$ cat config.mk
export PLATFORM = sky130hd
export DESIGN_NAME = usb3_ep_in_writer_flat
export DESIGN_NICKNAME = d
export VERILOG_FILES = /design/src/rtl/usb3_ep_in_writer_pkg.sv /design/src/rtl/usb3_ep_in_writer_if.sv /design/src/rtl/usb3_ep_in_writer.sv /design/src/flat_wrapper.sv
export SDC_FILE = /design/constraint.sdc
export NUM_CORES = 1
export LEC_CHECK = 0
export ABC_AREA = 1
export BUFFER_PORTS_ARGS = -buffer_cell sky130_fd_sc_hd__buf_2
export CAP_MARGIN = 30
export CORE_MARGIN = 2
export CORE_UTILIZATION = 35
export DETAILED_ROUTE_END_ITERATION = 6
export HOLD_SLACK_MARGIN = 0.03
export MAX_ROUTING_LAYER = met4
export PLACE_DENSITY_LB_ADDON = 0.12
export SLEW_MARGIN = 10
export SYNTH_ARGS = -nofsm -noshare
export SYNTH_HDL_FRONTEND = slang
export SYNTH_SLANG_ARGS = --single-unit
$ cat constraint.sdc
create_clock -name local_clk -period 2.9 [get_ports local_clk]
set_input_delay 0.58 -clock local_clk [delete_from_list [all_inputs] [get_ports local_clk]]
set_output_delay 0.58 -clock local_clk [all_outputs]
set_load 0.01 [all_outputs]
$ cat src/rtl/usb3_ep_in_writer_pkg.sv
// Shared constants and types for the USB3 endpoint IN writer.
package usb3_ep_in_writer_pkg;

    typedef enum logic [1:0] {
        ST_IDLE,
        ST_FILL,
        ST_COMMIT,
        ST_ACK_WAIT
    } state_t;

    localparam int unsigned MAX_PKT_BYTES = 1024;

    // s_keep on the last word: 0 means all four bytes are valid
    localparam logic [1:0] KEEP_ALL = 2'd0;

endpackage

$ cat src/rtl/usb3_ep_in_writer_if.sv
// Valid/ready 32-bit word stream feeding the endpoint IN writer.
interface usb3_ep_in_writer_if;
    logic [31:0] s_data;
    logic        s_valid;
    logic        s_ready;
    logic        s_last;
    logic [1:0]  s_keep;

    modport master (output s_data, output s_valid, output s_last, output s_keep, input s_ready);
    modport slave  (input s_data, input s_valid, input s_last, input s_keep, output s_ready);
endinterface

$ cat src/rtl/usb3_ep_in_writer.sv
// Fills one endpoint IN buffer half from the word stream, then commits it with a byte
// length and completes the commit/ack handshake before taking the next half.
module usb3_ep_in_writer
    import usb3_ep_in_writer_pkg::*;
#(
    parameter int unsigned MAX_WORDS = 256,
    parameter int unsigned TIMEOUT   = 4095
) (
    input  logic                  local_clk,
    input  logic                  reset_n,
    usb3_ep_in_writer_if.slave    s,
    input  logic                  flush,
    output logic [8:0]            buf_in_addr,
    output logic [31:0]           buf_in_data,
    output logic                  buf_in_wren,
    input  logic                  buf_in_ready,
    output logic                  buf_in_commit,
    output logic [10:0]           buf_in_commit_len,
    input  logic                  buf_in_commit_ack,
    output logic                  busy,
    output logic [15:0]           pkt_count
);

    state_t      state;
    logic [8:0]  wc;
    logic [15:0] timer;

    logic        accept;
    logic [8:0]  wc_next;
    logic        hit_full;
    logic        hit_last;
    logic        hit_timeout;
    logic        exit_fill;

    function automatic logic [10:0] pkt_len(input logic [8:0] words, input logic last,
                                            input logic [1:0] keep);
        logic [10:0] bytes;
        bytes = {words, 2'b00};
        if (last && keep != KEEP_ALL)
            bytes = bytes - (11'd4 - {9'd0, keep});
        return bytes;
    endfunction

    assign s.s_ready   = (state == ST_FILL);
    assign busy        = (state != ST_IDLE);
    assign accept      = s.s_valid & s.s_ready;
    assign wc_next     = wc + {8'd0, accept};
    assign hit_full    = accept && (wc_next == 9'(MAX_WORDS));
    assign hit_last    = accept && s.s_last;
    assign hit_timeout = (TIMEOUT != 0) && !accept && (wc != '0) && (timer == 16'(TIMEOUT - 1));
    assign exit_fill   = (state == ST_FILL) && (hit_full || hit_last || flush || hit_timeout);

    always_ff @(posedge local_clk or negedge reset_n) begin
        if (!reset_n) begin
            state             <= ST_IDLE;
            wc                <= '0;
            timer             <= '0;
            buf_in_addr       <= '0;
            buf_in_data       <= '0;
            buf_in_wren       <= 1'b0;
            buf_in_commit     <= 1'b0;
            buf_in_commit_len <= '0;
            pkt_count         <= '0;
        end else begin
            buf_in_wren <= 1'b0;
            case (state)
                ST_IDLE: begin
                    if (buf_in_ready && !buf_in_commit_ack) begin
                        state <= ST_FILL;
                        wc    <= '0;
                        timer <= '0;
                    end
                end
                ST_FILL: begin
                    if (accept) begin
                        buf_in_wren <= 1'b1;
                        buf_in_addr <= wc;
                        buf_in_data <= s.s_data;
                        wc          <= wc_next;
                        timer       <= '0;
                    end else if (wc != '0) begin
                        timer <= timer + 16'd1;
                    end
                    if (exit_fill) begin
                        state             <= ST_COMMIT;
                        buf_in_commit_len <= pkt_len(wc_next, hit_last, s.s_keep);
                        // An accepting exit still has its write in flight; commit waits one cycle
                        buf_in_commit     <= !accept;
                    end
                end
                ST_COMMIT: begin
                    buf_in_commit <= 1'b1;
                    if (buf_in_commit && buf_in_commit_ack) begin
                        buf_in_commit <= 1'b0;
                        pkt_count     <= pkt_count + 16'd1;
                        state         <= ST_ACK_WAIT;
                    end
                end
                ST_ACK_WAIT: begin
                    if (!buf_in_commit_ack)
                        state <= ST_IDLE;
                end
                default: state <= ST_IDLE;
            endcase
        end
    end

endmodule

$ cat src/flat_wrapper.sv
// flat-port wrapper written by rule: the top's interface ports become plain ports
module usb3_ep_in_writer_flat import usb3_ep_in_writer_pkg::*;
#(
    parameter int unsigned MAX_WORDS = 256,
    parameter int unsigned TIMEOUT   = 4095
)
  (local_clk, reset_n, flush, buf_in_addr, buf_in_data, buf_in_wren, buf_in_ready, buf_in_commit, buf_in_commit_len, buf_in_commit_ack, busy, pkt_count, s_s_data, s_s_valid, s_s_last, s_s_keep, s_s_ready);
  usb3_ep_in_writer_if s_i ();
  input  logic local_clk;
  input  logic reset_n;
  input  logic flush;
  output logic [8:0] buf_in_addr;
  output logic [31:0] buf_in_data;
  output logic buf_in_wren;
  input  logic buf_in_ready;
  output logic buf_in_commit;
  output logic [10:0] buf_in_commit_len;
  input  logic buf_in_commit_ack;
  output logic busy;
  output logic [15:0] pkt_count;
  input wire logic [$bits(s_i.s_data)-1:0] s_s_data;
  input wire logic [$bits(s_i.s_valid)-1:0] s_s_valid;
  input wire logic [$bits(s_i.s_last)-1:0] s_s_last;
  input wire logic [$bits(s_i.s_keep)-1:0] s_s_keep;
  output wire logic [$bits(s_i.s_ready)-1:0] s_s_ready;
  assign s_i.s_data = s_s_data;
  assign s_i.s_valid = s_s_valid;
  assign s_i.s_last = s_s_last;
  assign s_i.s_keep = s_s_keep;
  assign s_s_ready = s_i.s_ready;
  usb3_ep_in_writer #(.MAX_WORDS(MAX_WORDS), .TIMEOUT(TIMEOUT)) u_core (.local_clk(local_clk), .reset_n(reset_n), .s(s_i), .flush(flush), .buf_in_addr(buf_in_addr), .buf_in_data(buf_in_data), .buf_in_wren(buf_in_wren), .buf_in_ready(buf_in_ready), .buf_in_commit(buf_in_commit), .buf_in_commit_len(buf_in_commit_len), .buf_in_commit_ack(buf_in_commit_ack), .busy(busy), .pkt_count(pkt_count));
endmodule
After elaboration in Yosys (flattened, before gate mapping)
Index checks and enable logic that the tools add are counted.
{"block": "op_classes", "reduce_logical": 26, "order_cmp": 0, "bitwise": 1, "n_div": 0, "muxes": 18, "n_eq_ne": 11, "addsub": 5, "mul": 0, "shift": 0}
{"operator": "2-to-1 mux 16 bit", "count": 3}
{"operator": "adder 16 x 1 -> 16 bit (second input constant)", "count": 2}
{"operator": "case mux 16 bit (2 select lines)", "count": 1}
{"operator": "2-to-1 mux 9 bit", "count": 2}
{"operator": "case mux 9 bit (2 select lines)", "count": 1}
{"operator": "equality test 16 x 12 -> 1 bit (second input constant)", "count": 1}
{"operator": "2-to-1 mux 11 bit", "count": 1}
{"operator": "subtractor 11 bit", "count": 1}
{"operator": "adder 9 x 1 -> 9 bit", "count": 1}
{"operator": "equality test 9 bit (second input constant)", "count": 1}
{"operator": "nonzero test 9 bit", "count": 1}
{"operator": "logical AND 1 bit", "count": 8}
{"operator": "2-to-1 mux 2 bit", "count": 4}
{"operator": "case mux 2 bit (4 select lines)", "count": 1}
{"operator": "AND reduction 2 bit", "count": 4}
{"operator": "nonzero test 2 bit", "count": 4}
{"operator": "!= test 2 bit (second input constant)", "count": 3}
{"operator": "AND reduction 3 bit", "count": 2}
{"operator": "equality test 2 bit (second input constant)", "count": 2}
{"operator": "2-to-1 mux 1 bit", "count": 4}
{"operator": "!= test 2 x 1 -> 1 bit (second input constant)", "count": 2}
{"operator": "AND reduction 4 bit", "count": 1}
{"operator": "subtractor 3 x 2 -> 4 bit (first input constant)", "count": 1}
{"operator": "logical OR 1 bit", "count": 3}
{"operator": "other kinds (6)", "count": 7}
{"block": "totals", "romBits": 0, "regBits": 97, "inputBits": 41, "n_memories": 0, "output_inout_bits": 72, "latchBits": 0, "mem_bits_rw": 0}

Longest topological paths before layout
Gate-level depths: netlist of run 1.
{"block": "logic_depth", "word_depth": 11, "mapped_depth": 20, "depth_no_buf": 17}

Least setup slack after synthesis of run 1
No wires, ideal clock.
{"block": "synth_timing", "kind": "register -> register", "start": "register u_core.state[1]", "end": "register u_core.buf_in_commit_len[6]", "required_time_ns": 2.779, "arrival_time_ns": 2.739, "setup_slack_ns": 0.040, "path_stages_with_launch": 19, "cell_sequence": "dfrtp_1 > inv_1 > ha_1 > buf_2 > nand2_2 > clkinv_1 > clkbuf_1 > ha_1 > ha_1 > nand3_1 > o21ai_1 > nand2_1 > nor2_4 > nand3_2 > nand2_2 > nand2_4 > buf_6 > nand2_2 > o21ai_2"}
{"block": "synth_via", "elab_chain_cells": 10, "elab_cells_between_ends": 17, "cone_classes": "add/sub (2); eq/ne (2); mux (1); bitwise (1); reduce/logical (11)"}
{"item": "start: declaration", "line": "usb3_ep_in_writer.sv:24", "rtl": "state_t state;"}
{"item": "start signal: assignment", "line": "usb3_ep_in_writer.sv:55", "rtl": "state <= ST_IDLE;"}
{"item": "start signal: assignment", "line": "usb3_ep_in_writer.sv:69", "rtl": "state <= ST_FILL;"}
{"item": "start signal: assignment", "line": "usb3_ep_in_writer.sv:85", "rtl": "state <= ST_COMMIT;"}
{"item": "equality test 2 x 1 -> 1 bit *", "line": "usb3_ep_in_writer.sv:44", "rtl": "assign s.s_ready = (state == ST_FILL);"}
{"item": "via s_s_ready", "line": "flat_wrapper.sv:25", "rtl": "output wire logic [$bits(s_i.s_ready)-1:0] s_s_ready;"}
{"item": "branches (longest 9 deep; another with subtractor 11 bit)"}
{"item": "end signal: assignment", "line": "usb3_ep_in_writer.sv:86", "rtl": "buf_in_commit_len <= pkt_len(wc_next, hit_last, s.s_keep);"}
{"item": "end: declaration", "line": "usb3_ep_in_writer.sv:18", "rtl": "output logic [10:0] buf_in_commit_len,"}
Mark *: on every way through the listed nets, which the timed path passes.
A chain may end at the register's enable or synchronous reset.

Worst setup path after layout of run 1
{"block": "layout_timing", "start": "register u_core.state[1]", "end": "register u_core.buf_in_commit_len[2]"}
{"block": "layout_via", "elab_chain_cells": 10, "elab_cells_between_ends": 17, "cone_classes": "add/sub (2); eq/ne (2); mux (1); bitwise (1); reduce/logical (11)"}
{"item": "equality test 2 x 1 -> 1 bit *", "line": "usb3_ep_in_writer.sv:44, usb3_ep_in_writer.sv:51, usb3_ep_in_writer.sv:66"}
{"item": "branches (longest 9 deep; another with subtractor 11 bit)"}
Every way passes the cells marked *.

==> results of run 1 <==
-- area by class of cell --
cell class,count,area share
Sequential cell,97,0.416
Multi-Input combinational cell,407,0.352
Timing Repair Buffer,117,0.105
Clock buffer,10,0.0392
Inverter,60,0.0386
Tap cell,176,0.0377
Clock inverter,5,0.0112
-- layer usage --
metal	GRT usage	vias to the layer above	part of all wire	wire [um]
met3	0.0325	17	0.046	521
li1	-	2044	-	-
met2	0.261	82	0.48	5490
met1	0.211	1858	0.45	5150
met5	-	-	0	0
met4	0.0763	0	0.020	231
-- logic make-up (layout without fill, tap and decap cells) --
logic type / after synthesis / after routing
and+or+nand+nor: 316 / 316
xor gates and xnor gates: 27 / 27
AOI/OAI and AO/OA: 52 / 52
adders and majority gates: 11 / 11
muxes: 1 / 1
DFF: 97 / 97
buffers and inverters: 74 / 192
-- report_power, final --
group          internal [uW]  switching (uW)
Clock                    673             529
Sequential              1700             206
Combinational            612            1090
-- sequential cells by signal, summed over array words and instances (netlist names) --
name,count
u_core.timer,16
u_core.buf_in_commit,1
u_core.buf_in_wren,1
u_core.pkt_count,16
u_core.state,2
u_core.buf_in_data,32
u_core.buf_in_addr,9
u_core.buf_in_commit_len,11
u_core.wc,9
-- worst max-delay path by stage --
stage,from,to,depth (start not counted)
2_1_floorplan,u_core.state[1]$_DFFE_PN0P_,u_core.buf_in_commit_len[6]$_DFFE_PN0P_,18
3_3_place_gp,s_s_valid,u_core.buf_in_commit_len[2]$_DFFE_PN0P_,15
3_5_place_dp,s_s_valid,u_core.buf_in_commit_len[0]$_DFFE_PN0P_,13
4_1_cts,u_core.state[1]$_DFFE_PN0P_,u_core.buf_in_commit_len[0]$_DFFE_PN0P_,14
5_1_grt,u_core.state[1]$_DFFE_PN0P_,u_core.buf_in_commit_len[9]$_DFFE_PN0P_,17
6_report,u_core.state[1]$_DFFE_PN0P_,u_core.buf_in_commit_len[2]$_DFFE_PN0P_,17
-- cell usage after synthesis, drive strengths merged --
cell	count	area share
clkbuf	10	0.0079
nor3	8	0.0094
o21ai	33	0.041
nor3b	1	0.0026
dfrtp	97	0.51
buf	4	0.0052
a221oi	1	0.0018
xor2	20	0.037
nand3b	1	0.0016
o21bai	1	0.0016
nand4	7	0.0092
nand2	200	0.16
o22ai	10	0.013
ha	11	0.029
and2	1	0.0013
clkinv	1	0.00079
xnor2	7	0.013
inv	59	0.046
a31o	1	0.0018
a21oi	6	0.0063
mux2	1	0.0024
nor2	58	0.054
nand3	40	0.044
-- stage by stage --
stage / power, uW / utilization / cell area (sq um)
2_1_floorplan: 2970 / - / 4770
3_3_place_gp: 3630 / 0.417 / 5540
3_5_place_dp: 3660 / 0.417 / 5540
4_1_cts: 4900 / 0.439 / 5830
5_1_grt: 5180 / 0.439 / 5830
6_report: 4810 / 0.439 / 5830
-- critical path, cell delays in order (launching register included) --
cell and delay (ps):
sky130_fd_sc_hd__dfrtp_1 410, sky130_fd_sc_hd__inv_1 90, sky130_fd_sc_hd__ha_1 180, sky130_fd_sc_hd__nand2_2 60, sky130_fd_sc_hd__clkinv_1 50, sky130_fd_sc_hd__ha_1 210
sky130_fd_sc_hd__ha_1 240, sky130_fd_sc_hd__nand3_1 120, sky130_fd_sc_hd__inv_1 90, sky130_fd_sc_hd__nand2_1 60, sky130_fd_sc_hd__nand2_1 70, sky130_fd_sc_hd__nand2_2 70
sky130_fd_sc_hd__nor2_2 110, sky130_fd_sc_hd__nand3_2 90, sky130_fd_sc_hd__nand2_2 110, sky130_fd_sc_hd__nand2_4 150, sky130_fd_sc_hd__nand2_1 110, sky130_fd_sc_hd__o21ai_2 50
==> load_flow_metrics.sql, run 1 <==
INSERT INTO impl_metrics (metric_group, metric, value, unit) VALUES
('finish', 'num_antenna_cells', '0', ''),
('global_routing', 'grt.overflow.total', '0', ''),
('synth', 'post_synth_instance_area', '4770', 'sq um'),
('global_routing', 'grt_start_max_net_pins', '55', ''),
('finish', 'growth_of_design_area_from_synthesis_to_finish', '22.3', '%'),
('clock_network', 'path_clk_slew', '70', 'ps'),
('synth', 'synth_xor_area_frac', '0.0496', ''),
('setup_path', 'r2r_setup_slack', '490', 'ps'),
('clock_network', 'post_cts_hold_buffer_count', '0', ''),
('route', 'drc_errors', '0', ''),
('route', 'first_pass_iters', '4', ''),
('min_path', 'holdCritPathClass', 'in -> async', ''),
('finish', 'final.fill_count', '1365', ''),
('finish', 'layout.cells.non_filler', '872', ''),
('placement', 'detailedPlace.worstSlack', '436', 'ps'),
('clock_network', 'cts_made_buffers', '9', ''),
('power', 'power.leakage', '0.00306', 'uW'),
('setup_path', 'worstPathMaxFanout', '18', ''),
('synth', 'post_synth_fa_ha_maj_area_fraction', '0.0289', ''),
('global_routing', 'initial_antenna_violation_count', '0', ''),
('sta', 'hold-worst-slack', '236', 'ps'),
('global_routing', 'grt_use_total', '0.167', ''),
('sta', 'grt_setup_unrepaired', 'no', ''),
('sta', 'fin_tns_setup', '0', 'ps'),
('global_routing', 'grt_pass1_vias', '3878', ''),
('setup_path', 'cp.arrival', '2630', 'ps'),
('sta', 'clock.fmax', '0.415', 'GHz'),
('placement', 'portBuffers', '112', ''),
('synth', 'synth.net_count', '630', ''),
('sta', 'post-route-period-util', '0.831', ''),
('finish', 'sequential_cell_area', '2430', 'sq um'),
('synth', 'synth_mux_area_frac', '0.00236', ''),
('die', 'starting_density', '0.359', ''),
('synth', 'synth_compound_area_frac', '0.0656', ''),
('power', 'power-per-cell-area', '825', 'nW/um^2'),
('die', 'rows', '42', ''),
('sta', 'fin_ws', '490', 'ps'),
('synth', 'synth_cell_type_count', '34', ''),
('synth', 'netlist_instances', '578', ''),
('die', 'floorplan.die_area', '14600', 'sq um'),
('synth', 'yosysWarningCount', '0', ''),
('clock_network', 'cts_tree', 'yes', ''),
('clock_network', 'clock_net_sink_count', '97', ''),
('sta', 'maxSlewHeadroom', '0.594', ''),
('die', 'top_level_ports', '113', ''),
('route', 'vias', '4001', ''),
('route', 'post_drt_via_cell_ratio', '4.59', ''),
('synth', 'synthSimpleGateAreaFrac', '0.284', ''),
('synth', 'synth_top_family_by_area', 'simple AND/OR/NAND/NOR gates', ''),
('setup_path', 'cp_data_required_time', '3120', 'ps'),
('die', 'floorplan.die.width', '121', 'um'),
('global_routing', 'grt_pass1_wl', '18.7', 'mm'),
('clock_network', 'htreeDepth', '3', ''),
('setup_path', 'path_class', 'reg -> reg', ''),
('status', 'status', 'finished, final reports clean', ''),
('finish', 'multi_input_comb_area', '2050', 'sq um'),
('clock_network', 'clock_tree.root_cell', 'sky130_fd_sc_hd__clkbuf_16', ''),
('synth', 'synth-seq-area-share', '0.509', ''),
('finish', 'share_of_final_layout_standard_cells_stronger_than_drive_strength_1', '0.236', ''),
('sta', 'finalMaxSlewViolations', '0', ''),
('clock_network', 'clockBufferDepth', '2', ''),
('synth', 'synth-seq-cells', '97', ''),
('flow_run', 'max_cap_violations', '0', ''),
('sta', 'min_period', '2410', 'ps'),
('finish', 'finish.net_count', '744', ''),
('setup_path', 'crit_path_end_kind', 'flop', ''),
('placement', 'post-dp-hpwl', '8.37', 'mm'),
('finish', 'layout_commonest_cell', 'sky130_fd_sc_hd__nand2_1', ''),
('setup_path', 'number_of_cells_traversed_by_the_worst_register_to_register_path', '17', ''),
('sta', 'max_slew.worst_pin.slew', '609', 'ps'),
('setup_path', 'r2r_start', 'u_core.state[1]$_DFFE_PN0P_', '');
Note: power is estimated with default switching activity, not from simulation.
==> inputs of run 2 (changes only) <==
clock period = 2.2 ns   (was 2.9 ns; I/O delays follow)
==> load_flow_metrics.sql, run 2 (same netlist as run 1, synthesis figures left out) <==
INSERT INTO impl_metrics (metric_group, metric, value, unit) VALUES
('route', 'first_pass_iters', '4', ''),
('power', 'vdd.ir_drop.worst', '0.597', 'mV'),
('clock_network', 'cts_made_buffers', '9', ''),
('global_routing', 'grt_start_max_net_pins', '41', ''),
('min_path', 'min_from', 's_s_data[2]', ''),
('global_routing', 'grt_use_total', '0.176', ''),
('clock_network', 'path_clk_slew', '70', 'ps'),
('power', 'power.leakage', '0.00319', 'uW'),
('flow_run', 'max_cap_violations', '0', ''),
('finish', 'layout_commonest_cell', 'sky130_fd_sc_hd__nand2_1', ''),
('route', 'post_drt_via_cell_ratio', '4.63', ''),
('clock_network', 'clockBufferDepth', '2', ''),
('placement', 'portBuffers', '112', ''),
('global_routing', 'grt_pass1_vias', '4117', ''),
('finish', 'post-route-cell-area', '6240', 'sq um'),
('die', 'rows', '42', ''),
('finish', 'number_of_flip_flops_under_the_largest_register_name', '32', ''),
('route', 'wl_per_cell', '13.5', 'um'),
('global_routing', 'grt.overflow.total', '0', ''),
('clock_network', 'cts_tree', 'yes', ''),
('sta', 'post-route-period-util', '0.979', ''),
('finish', 'share_of_final_layout_standard_cells_stronger_than_drive_strength_1', '0.297', ''),
('route', 'drc_errors', '0', ''),
('finish', 'num_antenna_cells', '0', ''),
('sta', 'clock-skew-final', '9.94', 'ps'),
('die', 'top_level_ports', '113', ''),
('finish', 'growth_of_design_area_from_synthesis_to_finish', '30.8', '%'),
('global_routing', 'global_route.usage.met3', '0.0264', ''),
('placement', 'post-dp-hpwl', '8.79', 'mm'),
('sta', 'max_slew.worst_pin.slew', '524', 'ps'),
('finish', 'layout_top_registers', 'u_core.buf_in_data: 32 flops, u_core.pkt_count: 16 flops, u_core.timer: 16 flops', ''),
('global_routing', 'initial_antenna_violation_count', '0', ''),
('route', 'dr.first_iter.drc_count', '229', ''),
('sta', 'timing.final.setup_violations', '0', ''),
('finish', 'regMostFlops', 'u_core.buf_in_data', ''),
('route', 'drt-total-wl', '12.0', 'mm'),
('power', 'power-per-cell-area', '1110', 'nW/um^2'),
('finish', 'most-common-layout-cells', 'sky130_fd_sc_hd__nand2_1, sky130_fd_sc_hd__buf_2, sky130_fd_sc_hd__dfrtp_1, sky130_fd_sc_hd__inv_1, sky130_fd_sc_hd__nor2_1', ''),
('placement', 'gpl.final_weighted_congestion', '0.853', ''),
('die', 'starting_density', '0.359', ''),
('placement', 'postPlaceCellArea', '5700', 'sq um'),
('clock_network', 'clkLatencyLatePin', '350', 'ps'),
('setup_path', 'crit_path_end_kind', 'flop', ''),
('route', 'vias', '4117', ''),
('sta', 'grt_setup_unrepaired', 'yes', ''),
('die', 'floorplan.die.width', '121', 'um'),
('sta', 'finalMaxSlewViolations', '0', ''),
('die', 'core-area', '13300', 'sq um'),
('clock_network', 'clock_tree.root_cell', 'sky130_fd_sc_hd__clkbuf_16', ''),
('setup_path', 'cp.arrival', '2390', 'ps'),
('setup_path', 'path_class', 'reg -> reg', ''),
('sta', 'clock.fmax', '0.464', 'GHz'),
('status', 'status', 'finished, final reports clean', ''),
('global_routing', 'grt_pass1_wl', '19.8', 'mm'),
('sta', 'min_period', '2150', 'ps'),
('sta', 'maxSlewHeadroom', '0.651', ''),
('finish', 'finish.net_count', '760', ''),
('setup_path', 'crit_path_start_kind', 'flop', ''),
('setup_path', 'startpoint', 'u_core.state[0]$_DFFE_PN0P_', ''),
('die', 'floorplan.die_area', '14600', 'sq um'),
('setup_path', 'worstPathMaxFanout', '9', ''),
('placement', 'detailedPlace.worstSlack', '40.7', 'ps'),
('global_routing', 'groute.layer.met2.usage', '0.281', ''),
('setup_path', 'r2r_start', 'u_core.state[0]$_DFFE_PN0P_', ''),
('global_routing', 'grt.busiest_layer', 'met2', ''),
('sta', 'final-hold-violation-count', '0', ''),
('die', 'die_height', '121', 'um'),
('setup_path', 'cp_data_required_time', '2430', 'ps'),
('global_routing', 'grt.met1_usage', '0.229', ''),
('route', 'antenna_left', '0', ''),
('min_path', 'holdCritPathClass', 'in -> reg', ''),
('clock_network', 'htreeDepth', '3', ''),
('clock_network', 'clock_net_sink_count', '97', ''),
('finish', 'final.fill_count', '1317', ''),
('sta', 'fin_ws', '45.9', 'ps');
run 2: power by group:
part           leakage [uW]  internal, uW  switching [uW]
sequential          0.00128          2240             296
combinational       0.00175          1020            1590
clock              0.000160          1020             739
run 2: routing by layer:
metal,part of all wire,wire length (um)
met2,0.48,5720
met3,0.038,452
met4,0.016,197
met5,0,0
met1,0.47,5610
run 2: area by class of cell:
cell class / count / area [sq um] / area share
Timing Repair Buffer: 131 / 749 / 0.120
Sequential cell: 97 / 2430 / 0.389
Clock inverter: 7 / 108 / 0.0172
Tap cell: 176 / 220 / 0.0353
Multi-Input combinational cell: 409 / 2280 / 0.365
Inverter: 60 / 230 / 0.0369
Clock buffer: 9 / 225 / 0.0361
run 2: worst max-delay path: stages, from the launching register on:
cell	delay, ps
sky130_fd_sc_hd__dfrtp_1	410
sky130_fd_sc_hd__ha_4	200
sky130_fd_sc_hd__nand2_8	60
sky130_fd_sc_hd__clkinv_4	50
sky130_fd_sc_hd__ha_4	170
sky130_fd_sc_hd__ha_4	180
sky130_fd_sc_hd__nand2_2	70
sky130_fd_sc_hd__nand2_2	60
sky130_fd_sc_hd__nor2_2	100
sky130_fd_sc_hd__nand3_1	130
sky130_fd_sc_hd__nor2_4	130
sky130_fd_sc_hd__nand3_4	130
sky130_fd_sc_hd__nand2_8	140
sky130_fd_sc_hd__nand2_8	90
sky130_fd_sc_hd__nand2_2	80
sky130_fd_sc_hd__o21ai_2	40
run 2: stage by stage:
stage | setup TNS, ps | power, uW | cells | util | hold slack (ps)
6_report | 0 | 6900 | 889 | 0.469 | 284
5_1_grt | -604 | 7420 | 889 | 0.469 | 278
4_1_cts | 0 | 6820 | 882 | 0.455 | 265
3_5_place_dp | 0 | 5030 | 865 | 0.429 | 401
3_3_place_gp | 0 | 4980 | 865 | 0.429 | 404
2_1_floorplan | -1120 | 4010 | 578 | - | 144
run 2: final timing paths:
path	end	slack [ps]	depth (start not counted)
max in group asynchronous	u_core.buf_in_addr[5]$_DFFE_PN0P_	1050	3
min reg2reg	u_core.pkt_count[15]$_DFFE_PN0P_	470	1
min	u_core.buf_in_data[2]$_DFFE_PN0P_	280	3
max reg2reg	u_core.buf_in_commit_len[6]$_DFFE_PN0P_	50	15
min in group asynchronous	u_core.buf_in_data[0]$_DFFE_PN0P_	610	2
max	u_core.buf_in_commit_len[6]$_DFFE_PN0P_	50	15
run 2: timing repair:
action                     4_1_cts  5_1_grt
hold endpoints to repair        27        0
setup endpoints to repair        0       30
hold buffers                     1        0
resized for setup                0       32
buffers inserted                 0        5
